`src/rtl/core_data_port_arbiter_pkg.sv`:
```
// Shared types and the round-robin search used by the core data-port arbiter.
package core_arb_pkg;

  localparam int unsigned N_PORTS_DEF = 4;
  localparam int unsigned ATOP_WIDTH  = 6;
  localparam int unsigned MAX_PORTS   = 32;
  localparam int unsigned MAX_IDX_W   = 5;

  typedef logic [$clog2(N_PORTS_DEF)-1:0] port_idx_t;

  typedef struct packed {
    logic                 found;
    logic [MAX_IDX_W-1:0] idx;
  } rr_result_t;

  // First set bit of req at or above ptr, wrapping at n (n <= MAX_PORTS, ptr < n).
  function automatic rr_result_t rr_select(input logic [MAX_PORTS-1:0] req,
                                           input logic [MAX_IDX_W-1:0] ptr,
                                           input int unsigned          n);
    rr_result_t  res;
    int unsigned j;
    res = '0;
    for (int unsigned i = 0; i < MAX_PORTS; i++) begin
      j = 32'(ptr) + i;
      if (j >= n) begin
        j = j - n;
      end
      if ((i < n) && !res.found && req[j[MAX_IDX_W-1:0]]) begin
        res.found = 1'b1;
        res.idx   = j[MAX_IDX_W-1:0];
      end
    end
    return res;
  endfunction

endpackage

```
`src/rtl/core_data_port_arbiter_if.sv`:
```
// Bundle of N parallel riscv-style data ports (req/gnt, in-order rvalid, shared rdata).
interface core_data_port_arbiter_if
  import core_arb_pkg::*;
#(
  parameter int unsigned N  = 1,
  parameter int unsigned AW = 32,
  parameter int unsigned DW = 32
) ();

  localparam int unsigned BE_W = DW / 8;

  logic [N-1:0]                 req;
  logic [N-1:0]                 gnt;
  logic [N-1:0]                 rvalid;
  logic [N-1:0]                 we;
  logic [N-1:0][BE_W-1:0]       be;
  logic [N-1:0][AW-1:0]         addr;
  logic [N-1:0][DW-1:0]         wdata;
  logic [N-1:0][ATOP_WIDTH-1:0] atop;
  logic [DW-1:0]                rdata;

  modport master (
    output req, we, be, addr, wdata, atop,
    input  gnt, rvalid, rdata
  );

  modport slave (
    input  req, we, be, addr, wdata, atop,
    output gnt, rvalid, rdata
  );

endinterface

```
`src/rtl/core_data_port_arbiter_id_fifo.sv`:
```
// Power-of-2 FIFO holding the requester index of each granted, unanswered transaction.
module core_arb_id_fifo #(
  parameter int unsigned DEPTH = 4,
  parameter type         T     = logic
) (
  input  logic clk_i,
  input  logic rst_i,
  input  logic push_i,
  input  T     data_i,
  input  logic pop_i,
  output logic empty_o,
  output logic full_o,
  output T     head_o
);

  localparam int unsigned PTR_W = $clog2(DEPTH) + 1;
  localparam int unsigned IDX_W = (DEPTH > 1) ? $clog2(DEPTH) : 1;

  logic [PTR_W-1:0] wptr_q;
  logic [PTR_W-1:0] rptr_q;
  logic [IDX_W-1:0] widx_s;
  logic [IDX_W-1:0] ridx_s;
  logic             do_push_s;
  logic             do_pop_s;
  T                 mem_q [DEPTH];

  // The extra pointer bit distinguishes full from empty.
  generate
    if (DEPTH == 1) begin : g_single
      assign widx_s = 1'b0;
      assign ridx_s = 1'b0;
    end else begin : g_multi
      assign widx_s = wptr_q[IDX_W-1:0];
      assign ridx_s = rptr_q[IDX_W-1:0];
    end
  endgenerate

  assign empty_o   = (wptr_q == rptr_q);
  assign full_o    = ((wptr_q - rptr_q) == PTR_W'(DEPTH));
  assign do_push_s = push_i && !full_o;
  assign do_pop_s  = pop_i && !empty_o;
  assign head_o    = mem_q[ridx_s];

  always_ff @(posedge clk_i or posedge rst_i) begin
    if (rst_i) begin
      wptr_q <= '0;
      rptr_q <= '0;
      for (int i = 0; i < int'(DEPTH); i++) begin
        mem_q[i] <= T'(1'b0);
      end
    end else begin
      if (do_push_s) begin
        mem_q[widx_s] <= data_i;
        wptr_q        <= wptr_q + PTR_W'(1);
      end
      if (do_pop_s) begin
        rptr_q <= rptr_q + PTR_W'(1);
      end
    end
  end

endmodule

```
`src/rtl/core_data_port_arbiter.sv`:
```
// Round-robin arbiter sharing one single-ported data-memory port between N_PORTS cores,
// routing in-order responses back through a FIFO of requester indices.
module core_data_port_arbiter
  import core_arb_pkg::*;
#(
  parameter int unsigned N_PORTS         = 4,
  parameter int unsigned MAX_OUTSTANDING = 4,
  parameter int unsigned ADDR_WIDTH      = 32,
  parameter int unsigned DATA_WIDTH      = 32
) (
  input  logic                      clk_i,
  input  logic                      rst_i,
  core_data_port_arbiter_if.slave   cores,
  core_data_port_arbiter_if.master  mem,
  output logic                      busy_o,
  output logic                      err_o
);

  localparam int unsigned IDX_W = (N_PORTS > 1) ? $clog2(N_PORTS) : 1;
  localparam int unsigned CNT_W = $clog2(MAX_OUTSTANDING + 1);

  typedef logic [IDX_W-1:0] idx_t;

  localparam idx_t             LAST_IDX = idx_t'(N_PORTS - 1);
  localparam logic [CNT_W-1:0] CNT_MAX  = CNT_W'(MAX_OUTSTANDING);

  logic             lock_valid_q, lock_valid_d;
  idx_t             lock_idx_q,   lock_idx_d;
  idx_t             rr_ptr_q,     rr_ptr_d;
  logic [CNT_W-1:0] count_q,      count_d;
  logic             err_q,        err_d;

  logic [MAX_PORTS-1:0] req_ext_s;
  rr_result_t           rr_res_s;
  idx_t                 winner_s;
  logic                 found_s;
  logic                 mem_req_s;
  logic                 handshake_s;
  logic                 pop_s;
  logic                 fifo_empty_s;
  logic                 fifo_full_s;
  idx_t                 fifo_head_s;
  logic [N_PORTS-1:0]   gnt_s;
  logic [N_PORTS-1:0]   rvalid_s;

  // Winner selection: a pending lock overrides the round-robin search.
  always_comb begin
    req_ext_s                = '0;
    req_ext_s[N_PORTS-1:0]   = cores.req;
    rr_res_s                 = rr_select(req_ext_s, MAX_IDX_W'(rr_ptr_q), N_PORTS);
    if (lock_valid_q && cores.req[lock_idx_q]) begin
      winner_s = lock_idx_q;
      found_s  = 1'b1;
    end else begin
      winner_s = idx_t'(rr_res_s.idx);
      found_s  = rr_res_s.found;
    end
  end

  // A full count blocks requests even when a response pops this cycle.
  assign mem_req_s   = found_s && (count_q < CNT_MAX) && !fifo_full_s;
  assign handshake_s = mem_req_s && mem.gnt[0];
  assign pop_s       = mem.rvalid[0] && !fifo_empty_s;

  // Grant and response steering back to the cores.
  always_comb begin
    if (handshake_s) begin
      gnt_s = N_PORTS'(1) << winner_s;
    end else begin
      gnt_s = '0;
    end
    if (pop_s) begin
      rvalid_s = N_PORTS'(1) << fifo_head_s;
    end else begin
      rvalid_s = '0;
    end
  end

  assign cores.gnt    = gnt_s;
  assign cores.rvalid = rvalid_s;
  assign cores.rdata  = mem.rdata;

  assign mem.req[0]   = mem_req_s;
  assign mem.we[0]    = cores.we[winner_s];
  assign mem.be[0]    = cores.be[winner_s];
  assign mem.addr[0]  = cores.addr[winner_s];
  assign mem.wdata[0] = cores.wdata[winner_s];
  assign mem.atop[0]  = cores.atop[winner_s];

  core_arb_id_fifo #(
    .DEPTH (MAX_OUTSTANDING),
    .T     (idx_t)
  ) u_id_fifo (
    .clk_i   (clk_i),
    .rst_i   (rst_i),
    .push_i  (handshake_s),
    .data_i  (winner_s),
    .pop_i   (pop_s),
    .empty_o (fifo_empty_s),
    .full_o  (fifo_full_s),
    .head_o  (fifo_head_s)
  );

  // Next-state for lock, round-robin pointer, outstanding count and error flag.
  always_comb begin
    lock_valid_d = lock_valid_q;
    lock_idx_d   = lock_idx_q;
    rr_ptr_d     = rr_ptr_q;
    count_d      = count_q;
    err_d        = err_q;

    if (handshake_s) begin
      lock_valid_d = 1'b0;
      if (winner_s == LAST_IDX) begin
        rr_ptr_d = '0;
      end else begin
        rr_ptr_d = winner_s + idx_t'(1);
      end
    end else if (mem_req_s) begin
      lock_valid_d = 1'b1;
      lock_idx_d   = winner_s;
    end else if (lock_valid_q && !cores.req[lock_idx_q]) begin
      lock_valid_d = 1'b0;
    end else begin
      lock_valid_d = lock_valid_q;
    end

    case ({handshake_s, pop_s})
      2'b10:   count_d = count_q + CNT_W'(1);
      2'b01:   count_d = count_q - CNT_W'(1);
      default: count_d = count_q;
    endcase

    if (mem.rvalid[0] && fifo_empty_s) begin
      err_d = 1'b1;
    end else begin
      err_d = err_q;
    end
  end

  // State registers with asynchronous clear.
  always_ff @(posedge clk_i or posedge rst_i) begin
    if (rst_i) begin
      lock_valid_q <= 1'b0;
      lock_idx_q   <= '0;
      rr_ptr_q     <= '0;
      count_q      <= '0;
      err_q        <= 1'b0;
    end else begin
      lock_valid_q <= lock_valid_d;
      lock_idx_q   <= lock_idx_d;
      rr_ptr_q     <= rr_ptr_d;
      count_q      <= count_d;
      err_q        <= err_d;
    end
  end

  assign busy_o = (count_q != '0);
  assign err_o  = err_q;

endmodule

```
`src/flat_wrapper.sv`:
```
// flat-port wrapper written by rule: the top's interface ports become plain ports
module core_data_port_arbiter_flat import core_arb_pkg::*;
#(
  parameter int unsigned N_PORTS         = 4,
  parameter int unsigned MAX_OUTSTANDING = 4,
  parameter int unsigned ADDR_WIDTH      = 32,
  parameter int unsigned DATA_WIDTH      = 32
)
  (clk_i, rst_i, busy_o, err_o, cores_req, cores_we, cores_be, cores_addr, cores_wdata, cores_atop, cores_gnt, cores_rvalid, cores_rdata, mem_req, mem_we, mem_be, mem_addr, mem_wdata, mem_atop, mem_gnt, mem_rvalid, mem_rdata);
  core_data_port_arbiter_if #(.N(4), .AW(32), .DW(32)) cores_i ();
  core_data_port_arbiter_if #(.N(1), .AW(32), .DW(32)) mem_i ();
  input  logic clk_i;
  input  logic rst_i;
  output logic busy_o;
  output logic err_o;
  input wire logic [$bits(cores_i.req)-1:0] cores_req;
  input wire logic [$bits(cores_i.we)-1:0] cores_we;
  input wire logic [$bits(cores_i.be)-1:0] cores_be;
  input wire logic [$bits(cores_i.addr)-1:0] cores_addr;
  input wire logic [$bits(cores_i.wdata)-1:0] cores_wdata;
  input wire logic [$bits(cores_i.atop)-1:0] cores_atop;
  output wire logic [$bits(cores_i.gnt)-1:0] cores_gnt;
  output wire logic [$bits(cores_i.rvalid)-1:0] cores_rvalid;
  output wire logic [$bits(cores_i.rdata)-1:0] cores_rdata;
  output wire logic [$bits(mem_i.req)-1:0] mem_req;
  output wire logic [$bits(mem_i.we)-1:0] mem_we;
  output wire logic [$bits(mem_i.be)-1:0] mem_be;
  output wire logic [$bits(mem_i.addr)-1:0] mem_addr;
  output wire logic [$bits(mem_i.wdata)-1:0] mem_wdata;
  output wire logic [$bits(mem_i.atop)-1:0] mem_atop;
  input wire logic [$bits(mem_i.gnt)-1:0] mem_gnt;
  input wire logic [$bits(mem_i.rvalid)-1:0] mem_rvalid;
  input wire logic [$bits(mem_i.rdata)-1:0] mem_rdata;
  assign cores_i.req = cores_req;
  assign cores_i.we = cores_we;
  assign cores_i.be = cores_be;
  assign cores_i.addr = cores_addr;
  assign cores_i.wdata = cores_wdata;
  assign cores_i.atop = cores_atop;
  assign cores_gnt = cores_i.gnt;
  assign cores_rvalid = cores_i.rvalid;
  assign cores_rdata = cores_i.rdata;
  assign mem_req = mem_i.req;
  assign mem_we = mem_i.we;
  assign mem_be = mem_i.be;
  assign mem_addr = mem_i.addr;
  assign mem_wdata = mem_i.wdata;
  assign mem_atop = mem_i.atop;
  assign mem_i.gnt = mem_gnt;
  assign mem_i.rvalid = mem_rvalid;
  assign mem_i.rdata = mem_rdata;
  core_data_port_arbiter #(.N_PORTS(N_PORTS), .MAX_OUTSTANDING(MAX_OUTSTANDING), .ADDR_WIDTH(ADDR_WIDTH), .DATA_WIDTH(DATA_WIDTH)) u_core (.clk_i(clk_i), .rst_i(rst_i), .cores(cores_i), .mem(mem_i), .busy_o(busy_o), .err_o(err_o));
endmodule
```
`config.mk`:
```
export PLATFORM = sky130hd
export DESIGN_NAME = core_data_port_arbiter_flat
export DESIGN_NICKNAME = d
export VERILOG_FILES = /design/src/rtl/core_data_port_arbiter_pkg.sv /design/src/rtl/core_data_port_arbiter_if.sv /design/src/rtl/core_data_port_arbiter_id_fifo.sv /design/src/rtl/core_data_port_arbiter.sv /design/src/flat_wrapper.sv
export SDC_FILE = /design/constraint.sdc
export NUM_CORES = 1
export LEC_CHECK = 0
export BUFFER_PORTS_ARGS = -buffer_cell sky130_fd_sc_hd__clkbuf_2
export CELL_PAD_IN_SITES_DETAIL_PLACEMENT = 1
export CELL_PAD_IN_SITES_GLOBAL_PLACEMENT = 1
export CORE_AREA = 4 4 178 180
export CTS_CLUSTER_DIAMETER = 200
export CTS_CLUSTER_SIZE = 30
export DETAILED_ROUTE_END_ITERATION = 6
export DIE_AREA = 0 0 182 184
export PLACE_DENSITY = 0.64
export SKIP_CTS_REPAIR_TIMING = 1
export SLEW_MARGIN = 40
export SYNTH_ARGS = -nofsm -noshare
export SYNTH_HDL_FRONTEND = slang
export SYNTH_HIERARCHICAL = 1
export SYNTH_SLANG_ARGS = --single-unit
```
`constraint.sdc`:
```
create_clock -name clk_i -period 4.3 [get_ports clk_i]
set_input_delay 0.215 -clock clk_i [delete_from_list [all_inputs] [get_ports clk_i]]
set_output_delay 0.215 -clock clk_i [all_outputs]
set_load 0.05 [all_outputs]
```
==> metrics.csv, run 1 <==
stage,metric,value,unit
clocking,TritonCTS sink count,23,
hold_path,Hold/Removal Path Class,in2reg,
routing,top layer in use,met5,
sta,unrepaired setup endpoints after global routing,false,
synthesis,syn nets,796,
synthesis,cells after synthesis,439,
synthesis,post-synthesis register bit count,23,
floorplanning,Core Rows,64,
floorplanning,die area,33500,um^2
floorplanning,die height,184,um
floorplanning,Starting Density,0.147,
global_route,first-pass GRT wire length,28.8,mm
floorplanning,CORE AREA,30200,um^2
critical_path,WP data required,4.09,ns
sta,Tcrit/Tclk final,0.892,
clocking,Clock Tree Root,clkbuf_16,
sta,post-layout min period,3.83,ns
critical_path,Worst path max stage delay,0.55,ns
routing,Vias/cell,3.94,
critical_path,Slowest cell on crit path,mux2i_1,
sta,final setup skew,0.00366,ns
critical_path,CP endpoint kind,output port,
global_route,initial antenna violation count,2,
routing,TritonRoute pass-1 iters,4,
routing,wire length per cell,16.9,um
sta,Rel. slew slack,0.552,
sta,worst slew pin tran,0.664,ns
final_layout,"leading cell types in the layout, fill and taps excluded","clkbuf_2, mux2i_1, dfrtp_1",
synthesis,Yosys cell types,51,
final_layout,share of cells above drive strength 1,0.558,
routing,metal3 WL,1.65,mm
sta,Peak Freq,261,MHz
clocking,Clock Latency Late Sink,0.25,ns
clocking,CTS H-tree depth,1,
sta,setup TNS,0,ns
synthesis,share of flip-flops with an asynchronous set or reset,1.00,
critical_path,most frequent CP cell,mux2i_1,
final_layout,Area Growth Syn to Fin,48.8,%
routing,DR iter-0 viols,110,
global_route,Tot GR Track Use,0.108,
synthesis,post-synthesis sequential area ratio,0.130,
sta,Setup-failing EPs final,0,
global_route,largest net degree at the start of global routing,63,
clocking,CTS buffer count,3,
placed_design,Post-DP Area,6520,um^2
critical_path,startpoint types,flip-flop,
global_route,total gr overflow,0,
critical_path,crit-path cells,inv_1 -> ha_1 -> mux2_2 -> a2bb2oi_1 -> o32ai_2 -> nand2_1 -> a31o_4 -> buf_12 -> mux2i_1 -> mux2i_1 -> clkbuf_2,
synthesis,dominant synthesized flop cell,dfrtp_1,
clocking,Clock transition at path regs,0.06,ns
floorplanning,# IOs,458,
synthesis,number of synthesized flops with an enable pin,0,
routing,wire length on met1,7.98,mm
routing,ANT nets after route,0,
synthesis,Yosys Warn Count,6,
routing,Total Wirelength,20.2,mm
critical_path,Buf/Inv on CP,3,
flow_run,Max-cap violations,0,
placed_design,final weighted congestion in routability-driven placement,0.800,
final_layout,final instance area,6610,um^2
routing,via count,4694,
floorplanning,die width,182,um
synthesis,Syn Area/Cell,10.1,um^2
final_layout,"most common cell after layout, fill and taps aside",clkbuf_2,
routing,DRC,0,
synthesis,Syn Std Cell Area,4440,um^2
sta,final slew viol count,0,
routing,met2 WL,10.1,mm
placed_design,IO Port Bufs,393,
critical_path,crit path max fanout,56,
sta,final hold vios,0,
outcome,status,finished clean,
final_layout,Nets,1153,
clocking,CTS tree,done,
critical_path,Top delay family on crit path,multiplexers,
critical_path,WS Path Type,reg2out,
critical_path,critical path arrival,3.62,ns
clocking,Clock Path Buffers,2,
placed_design,HPWL after DPL,18.2,mm
global_route,vias in the first global route,5078,
[metrics by stage]
step | util | setup slack (ns) | std cells | hold slack (ns)
floorplan | - | 0.555 | 439 | 0.0429
global placement | 0.216 | 0.819 | 1186 | 0.223
detailed placement | 0.216 | 0.727 | 1186 | 0.219
CTS | 0.218 | 0.427 | 1190 | -0.0574
global route | 0.219 | 0.147 | 1192 | 0.196
finish | 0.219 | 0.467 | 1192 | 0.176
[worst register-to-register path, stage by stage, from the launching register on]
cell and delay, ns:
dfrtp_1 0.48, inv_1 0.13, ha_1 0.41, mux2_2 0.36
a2bb2oi_1 0.26, a41oi_1 0.36, nand2_1 0.35, ha_1 0.23
inv_1 0.06, fa_1 0.38, xor2_1 0.15, nor2_1 0.11
xor2_1 0.17
[flip-flops by register name (all words and copies together), names as in the netlist]
signal and count:
u_core/rr_ptr_q 2, u_core/err_o 1, u_core/u_id_fifo/wptr_q 3, u_core/lock_valid_q 1, u_core/count_q 3, u_core/u_id_fifo/rptr_q 3, u_core/lock_idx_q 2, u_core/u_id_fifo/mem_q 8
[kinds of logic after synthesis]
group	after synthesis	synth area share
multiplexers	245	0.562
buffers and inverters	75	0.137
AND/OR/NAND/NOR	45	0.0527
AO/OA/AOI/OAI	25	0.0485
flip-flops	23	0.130
adder cells (fa/ha/maj)	17	0.0496
XOR/XNOR	9	0.0211
[worst paths after layout]
check / from / endpoint / slack (ns) / depth (start not counted)
setup / recovery: u_core/rr_ptr_q[1] / mem_wdata[27] / 0.47 / 11
min in group asynchronous: rst_i / u_core/err_o / 0.50 / 3
setup reg to reg: u_core/rr_ptr_q[1] / u_core/count_q[2] / 0.78 / 12
max in group asynchronous: rst_i / u_core/u_id_fifo/mem_q[5] / 3.39 / 3
hold reg to reg: u_core/err_o / u_core/err_o / 0.46 / 1
hold / removal: mem_rvalid / u_core/err_o / 0.18 / 2
[cells in the mapped netlist, drive strengths merged (2+ instances only)]
cell type,number,share of area
nor2,11,0.0093
ha,16,0.045
and3,6,0.0087
xor2,3,0.0059
buf,52,0.11
nand3,2,0.0023
mux2,14,0.035
a31oi,6,0.0099
o21ai,3,0.0034
nand2,13,0.011
mux4,2,0.010
nor3b,3,0.0062
nor2b,3,0.0042
dfrtp,23,0.13
a21o,3,0.0056
mux2i,229,0.52
clkbuf,6,0.010
a21boi,2,0.0042
inv,17,0.015
xnor2,6,0.015
[area by class of cell]
| cell class | instances | area [um^2] |
|---|---|---|
| Timing Repair Buffer | 410 | 2120 |
| Clock buffer | 4 | 78.8 |
| Antenna cell | 1 | 2.50 |
| Multi-Input combinational cell | 341 | 3270 |
| Inverter | 17 | 66.3 |
| Fill cell | 3696 | 23600 |
| Tap cell | 396 | 495 |
| Sequential cell | 23 | 576 |
[routing by layer]
metal | vias up | track usage
li1 | 2293 | -
met1 | 2133 | 0.133
met3 | 26 | 0.0261
met4 | 2 | 0.0261
met5 | - | 0
met2 | 240 | 0.191
Power of run 1 is not shown: default switching activity piles up to over one toggle a cycle in this logic, so the estimate is an artifact.
==> inputs of run 2 (changes only) <==
--- a/config.mk
+++ b/config.mk
@@ -13,6 +13,7 @@
 export CTS_CLUSTER_SIZE = 30
 export DETAILED_ROUTE_END_ITERATION = 6
 export DIE_AREA = 0 0 182 184
+export MAX_ROUTING_LAYER = met4
 export PLACE_DENSITY = 0.64
 export SKIP_CTS_REPAIR_TIMING = 1
 export SLEW_MARGIN = 40
==> metrics.csv, run 2 (same netlist as run 1, synthesis figures left out) <==
stage,metric,value,unit
outcome,status,finished clean,
global_route,initial antenna violation count,2,
critical_path,most frequent CP cell,mux2i_1,
sta,unrepaired setup endpoints after global routing,false,
routing,TritonRoute pass-1 iters,4,
floorplanning,CORE AREA,30200,um^2
routing,Vias/cell,3.92,
routing,ANT nets after route,0,
routing,wire length per cell,16.9,um
sta,Peak Freq,256,MHz
critical_path,Worst path max stage delay,0.61,ns
placed_design,IO Port Bufs,393,
hold_path,worst hold path endpoint,u_core/err_o,
critical_path,crit path from,u_core/rr_ptr_q[1],
floorplanning,# IOs,458,
sta,Setup-failing EPs final,0,
final_layout,area of the multi-input gates,3270,um^2
critical_path,critical path arrival,3.69,ns
global_route,total gr overflow,0,
clocking,Clock Tree Root,clkbuf_16,
final_layout,final core occ,0.219,
critical_path,RR Startpoint,u_core/rr_ptr_q[1],
floorplanning,Starting Density,0.147,
final_layout,fill count,3696,
final_layout,Largest Register,u_core/u_id_fifo/mem_q,
placed_design,final weighted congestion in routability-driven placement,0.812,
placed_design,HPWL after DPL,18.2,mm
hold_path,Hold Crit Depth,2,
global_route,largest net degree at the start of global routing,63,
final_layout,share of cells above drive strength 1,0.558,
sta,worst slew pin tran,0.664,ns
clocking,TritonCTS sink count,23,
critical_path,reg2reg setup slack,0.78,ns
sta,final slew viol count,0,
critical_path,worst r2r path cells,12,
final_layout,max FFs per register,8,
global_route,GRT Max-Usage Layer,met2,
final_layout,Reg area,576,um^2
critical_path,CP endpoint kind,output port,
sta,final setup skew,0.00367,ns
global_route,GR Util met3,0.0208,
clocking,CTS tree,done,
flow_run,Max-cap violations,0,
routing,DRC,0,
sta,hold slack,0.176,ns
final_layout,Nets,1153,
final_layout,"leading cell types in the layout, fill and taps excluded","clkbuf_2, mux2i_1, dfrtp_1",
routing,Total Wirelength,20.2,mm
floorplanning,Core Rows,64,
sta,post-layout min period,3.90,ns
sta,Tcrit/Tclk final,0.908,
floorplanning,die area,33500,um^2
critical_path,startpoint types,flip-flop,
clocking,CTS H-tree depth,1,
global_route,met1 usage,0.136,
clocking,CTS buffer count,3,
critical_path,reg-to-reg endpoint,u_core/count_q[2],
critical_path,WS Path Type,reg2out,
global_route,met2 Track Usage GR,0.191,
clocking,Clock Path Buffers,2,
sta,Rel. slew slack,0.552,
clocking,Clock transition at path regs,0.06,ns
hold_path,Hold/Removal Path Class,in2reg,
global_route,first-pass GRT wire length,28.8,mm
routing,DR iter-0 viols,122,
sta,setup TNS,0,ns
routing,via count,4676,
final_layout,Area Growth Syn to Fin,48.8,%
floorplanning,die width,182,um
global_route,Tot GR Track Use,0.111,
global_route,vias in the first global route,5093,
clocking,Clock Latency Late Sink,0.26,ns
final_layout,"most common cell after layout, fill and taps aside",clkbuf_2,
hold_path,hold path start,mem_rvalid,
critical_path,crit path max fanout,56,
critical_path,crit-path cells,inv_1 -> ha_1 -> mux2_2 -> a2bb2oi_1 -> o32ai_2 -> nand2_1 -> a31o_4 -> buf_12 -> mux2i_1 -> mux2i_1 -> clkbuf_2,
critical_path,Slowest cell on crit path,mux2i_1,
sta,final hold vios,0,
floorplanning,die height,184,um
critical_path,WP data required,4.09,ns
## run 2: changes by cell type in the layout (fill, tap and decap cells not counted)
cell     change
diode_2      +1
## run 2: final cells by class
type                       count  share of cell area
antenna                        2            0.000757
multi-input combinational    341               0.494
tap                          396              0.0750
sequential                    23              0.0871
clock buffer                   4              0.0119
inverter                      17              0.0100
timing repair buffer         410               0.321
## run 2: worst max path at each step
| stage | endpoint | slack, ns | cells past startpoint |
|---|---|---|---|
| 2_1_floorplan | u_core/count_q[1] | 0.55 | 10 |
| 4_1_cts | mem_wdata[27] | 0.43 | 11 |
| 5_1_grt | mem_wdata[27] | 0.19 | 11 |
| 3_5_place_dp | mem_wdata[27] | 0.73 | 11 |
| 3_3_place_gp | mem_wdata[27] | 0.82 | 11 |
| 6_report | mem_wdata[27] | 0.40 | 11 |
## run 2: layer usage
metal / wire (um) / up-vias
li1: - / 2288
met1: 8240 / 2132
met2: 10300 / 238
met3: 1400 / 18
met4: 280 / 0
met5: 0 / -
## run 2: through the flow
step | cells | area [um^2] | setup WS [ns]
floorplan | 439 | 4440 | 0.555
global placement | 1186 | 6520 | 0.819
detailed placement | 1186 | 6520 | 0.727
CTS | 1190 | 6600 | 0.427
global route | 1193 | 6610 | 0.185
finish | 1193 | 6610 | 0.396
## run 2: critical path: cells and delay by family, from the launching register on
kind                       cells  cell delay, ns
muxes                          3            1.12
buffers and inverters          3            0.68
AOI/OAI and AO/OA              3            0.56
DFF                            1            0.48
adders and majority gates      1            0.41
and+or+nand+nor                1            0.09
Power of run 2 is left out for the same reason.
==> inputs of run 3 (changes only) <==
--- a/config.mk
+++ b/config.mk
@@ -8,16 +8,15 @@
 export BUFFER_PORTS_ARGS = -buffer_cell sky130_fd_sc_hd__clkbuf_2
 export CELL_PAD_IN_SITES_DETAIL_PLACEMENT = 1
 export CELL_PAD_IN_SITES_GLOBAL_PLACEMENT = 1
-export CORE_AREA = 4 4 178 180
+export CORE_AREA = 4 4 175 177
 export CTS_CLUSTER_DIAMETER = 200
 export CTS_CLUSTER_SIZE = 30
 export DETAILED_ROUTE_END_ITERATION = 6
-export DIE_AREA = 0 0 182 184
+export DIE_AREA = 0 0 179 181
 export MAX_ROUTING_LAYER = met4
-export PLACE_DENSITY = 0.64
+export PLACE_DENSITY = 0.61
 export SKIP_CTS_REPAIR_TIMING = 1
 export SLEW_MARGIN = 40
 export SYNTH_ARGS = -nofsm -noshare
 export SYNTH_HDL_FRONTEND = slang
-export SYNTH_HIERARCHICAL = 1
 export SYNTH_SLANG_ARGS = --single-unit
==> metrics.csv, run 3 <==
stage,metric,value,unit
sta,setup ws final,0.292,ns
critical_path,crit path max fanout,39,
synthesis,number of synthesized flops with an enable pin,0,
clocking,TritonCTS sink count,23,
sta,final slew viol count,0,
routing,Total Wirelength,22.8,mm
sta,Tcrit/Tclk final,0.932,
routing,ANT nets after route,0,
critical_path,startpoint types,flip-flop,
clocking,Clock Path Buffers,2,
sta,post-layout min period,4.01,ns
floorplanning,die width,179,um
final_layout,Area Growth Syn to Fin,55.4,%
clocking,Clock Tree Root,clkbuf_16,
sta,Setup-failing EPs final,0,
final_layout,"most common cell after layout, fill and taps aside",clkbuf_2,
critical_path,WP data required,4.09,ns
global_route,Tot GR Track Use,0.133,
placed_design,HPWL after DPL,20.6,mm
clocking,Clock Latency Late Sink,0.26,ns
placed_design,final weighted congestion in routability-driven placement,0.953,
synthesis,top cell type's share of synthesized area,0.443,
clocking,Clock transition at path regs,0.06,ns
synthesis,cells after synthesis,269,
routing,Vias/cell,4.04,
final_layout,max FFs per register,8,
critical_path,worst r2r path cells,10,
routing,wire length per cell,22.4,um
routing,DR iter-0 viols,243,
synthesis,post-synthesis register bit count,23,
hold_path,Hold/Removal Path Class,in2async,
synthesis,"area leader, netlist",mux4_2,
placed_design,IO Port Bufs,393,
outcome,status,finished with violations,
synthesis,"count leader, synth",mux4_2,
floorplanning,die height,181,um
placed_design,Post-DP Area,5920,um^2
clocking,CTS buffer count,3,
sta,unrepaired setup endpoints after global routing,false,
synthesis,dominant cells by area after synthesis,"mux4_2, dfrtp_1, buf_4, ha_1, mux2_2",
global_route,initial antenna violation count,6,
critical_path,end of the critical path,mem_addr[24],
sta,final setup skew,0.00437,ns
global_route,vias in the first global route,4393,
floorplanning,Starting Density,0.132,
synthesis,dominant synthesized flop cell,dfrtp_1,
sta,worst slew pin tran,0.493,ns
final_layout,fill count,3469,
clocking,CTS H-tree depth,1,
floorplanning,die area,32400,um^2
sta,setup TNS,0,ns
critical_path,CP endpoint kind,output port,
sta,final hold vios,23,
synthesis,Yosys cell types,45,
synthesis,Yosys Warn Count,0,
critical_path,RR Startpoint,u_core.rr_ptr_q[0],
sta,Rel. slew slack,0.671,
floorplanning,Core Rows,63,
sta,Peak Freq,249,MHz
synthesis,syn nets,626,
critical_path,critical path arrival,3.79,ns
floorplanning,CORE AREA,29200,um^2
routing,TritonRoute pass-1 iters,4,
global_route,first-pass GRT wire length,30.9,mm
synthesis,Syn Std Cell Area,3860,um^2
floorplanning,# IOs,458,
critical_path,crit path from,u_core.rr_ptr_q[0],
final_layout,share of cells above drive strength 1,0.825,
flow_run,Max-cap violations,0,
placed_design,dpl ws,0.534,ns
global_route,total gr overflow,0,
routing,via count,4105,
clocking,CTS tree,done,
critical_path,reg-to-reg endpoint,u_core.count_q[1],
critical_path,reg2reg setup slack,1.07,ns
synthesis,Syn Area/Cell,14.4,um^2
sta,hold slack,-0.0419,ns
final_layout,final instance area,6000,um^2
final_layout,final core occ,0.205,
final_layout,Largest Register,u_core.u_id_fifo.mem_q,
synthesis,post-synthesis sequential area ratio,0.149,
final_layout,"leading cell types in the layout, fill and taps excluded","clkbuf_2, mux4_2, dfrtp_1",
final_layout,Nets,981,
global_route,largest net degree at the start of global routing,50,
critical_path,WS Path Type,reg2out,
synthesis,share of flip-flops with an asynchronous set or reset,1.00,
outcome,failing checks,negative hold slack,
synthesis,most frequent cells after synthesis,"mux4_2, buf_4, dfrtp_1",
routing,DRC,0,
[run 3: area by class of cell]
type,instances,area (um^2),area share
Sequential cell,23,576,0.0959
Tap cell,390,488,0.0813
Timing Repair Buffer,403,2080,0.346
Clock buffer,3,75.1,0.0125
Antenna cell,3,7.51,0.00125
Multi-Input combinational cell,183,2730,0.454
Clock inverter,1,5.00,0.000834
Inverter,10,45.0,0.00750
[run 3: layer usage]
layer  vias up  GRT usage  part of all wire
met5         -          -                 0
met3        10     0.0331             0.091
met4         0     0.0117            0.0043
met1      2064      0.164              0.40
met2       247      0.228              0.51
li1       1784          -                 -
[run 3: logic make-up after synthesis]
family / share of synthesized area
and+or+nand+nor: 0.0622
muxes: 0.517
xor gates and xnor gates: 0.0204
adders and majority gates: 0.0570
DFF: 0.149
AOI/OAI and AO/OA: 0.0489
buffers and inverters: 0.145
[run 3: through the flow]
step           std cells  hold slack, ns
2_1_floorplan        269           0.217
3_3_place_gp        1009           0.428
3_5_place_dp        1009           0.273
4_1_cts             1013         -0.0112
5_1_grt             1016          0.0265
6_report            1016         -0.0419
[run 3: how the worst min path moves through the flow]
stage | end | slack, ns | depth (start not counted)
floorplan | u_core.count_q[0] | 0.22 | 1
global placement | u_core.err_o | 0.43 | 2
detailed placement | u_core.count_q[1] | 0.27 | 2
CTS | u_core.count_q[1] | -0.01 | 2
global route | u_core.count_q[1] | 0.03 | 2
finish | u_core.count_q[1] | -0.04 | 2
[run 3: worst max-delay path, cell delays in order (launching register included)]
cell	delay (ns)
dfrtp_1	0.64
inv_1	0.14
ha_1	0.42
or3_4	0.44
nand2_2	0.08
nand3_1	0.09
a31o_4	0.27
inv_8	0.26
buf_4	0.28
mux4_2	0.55
clkbuf_2	0.26
Power of run 3 is left out for the same reason.
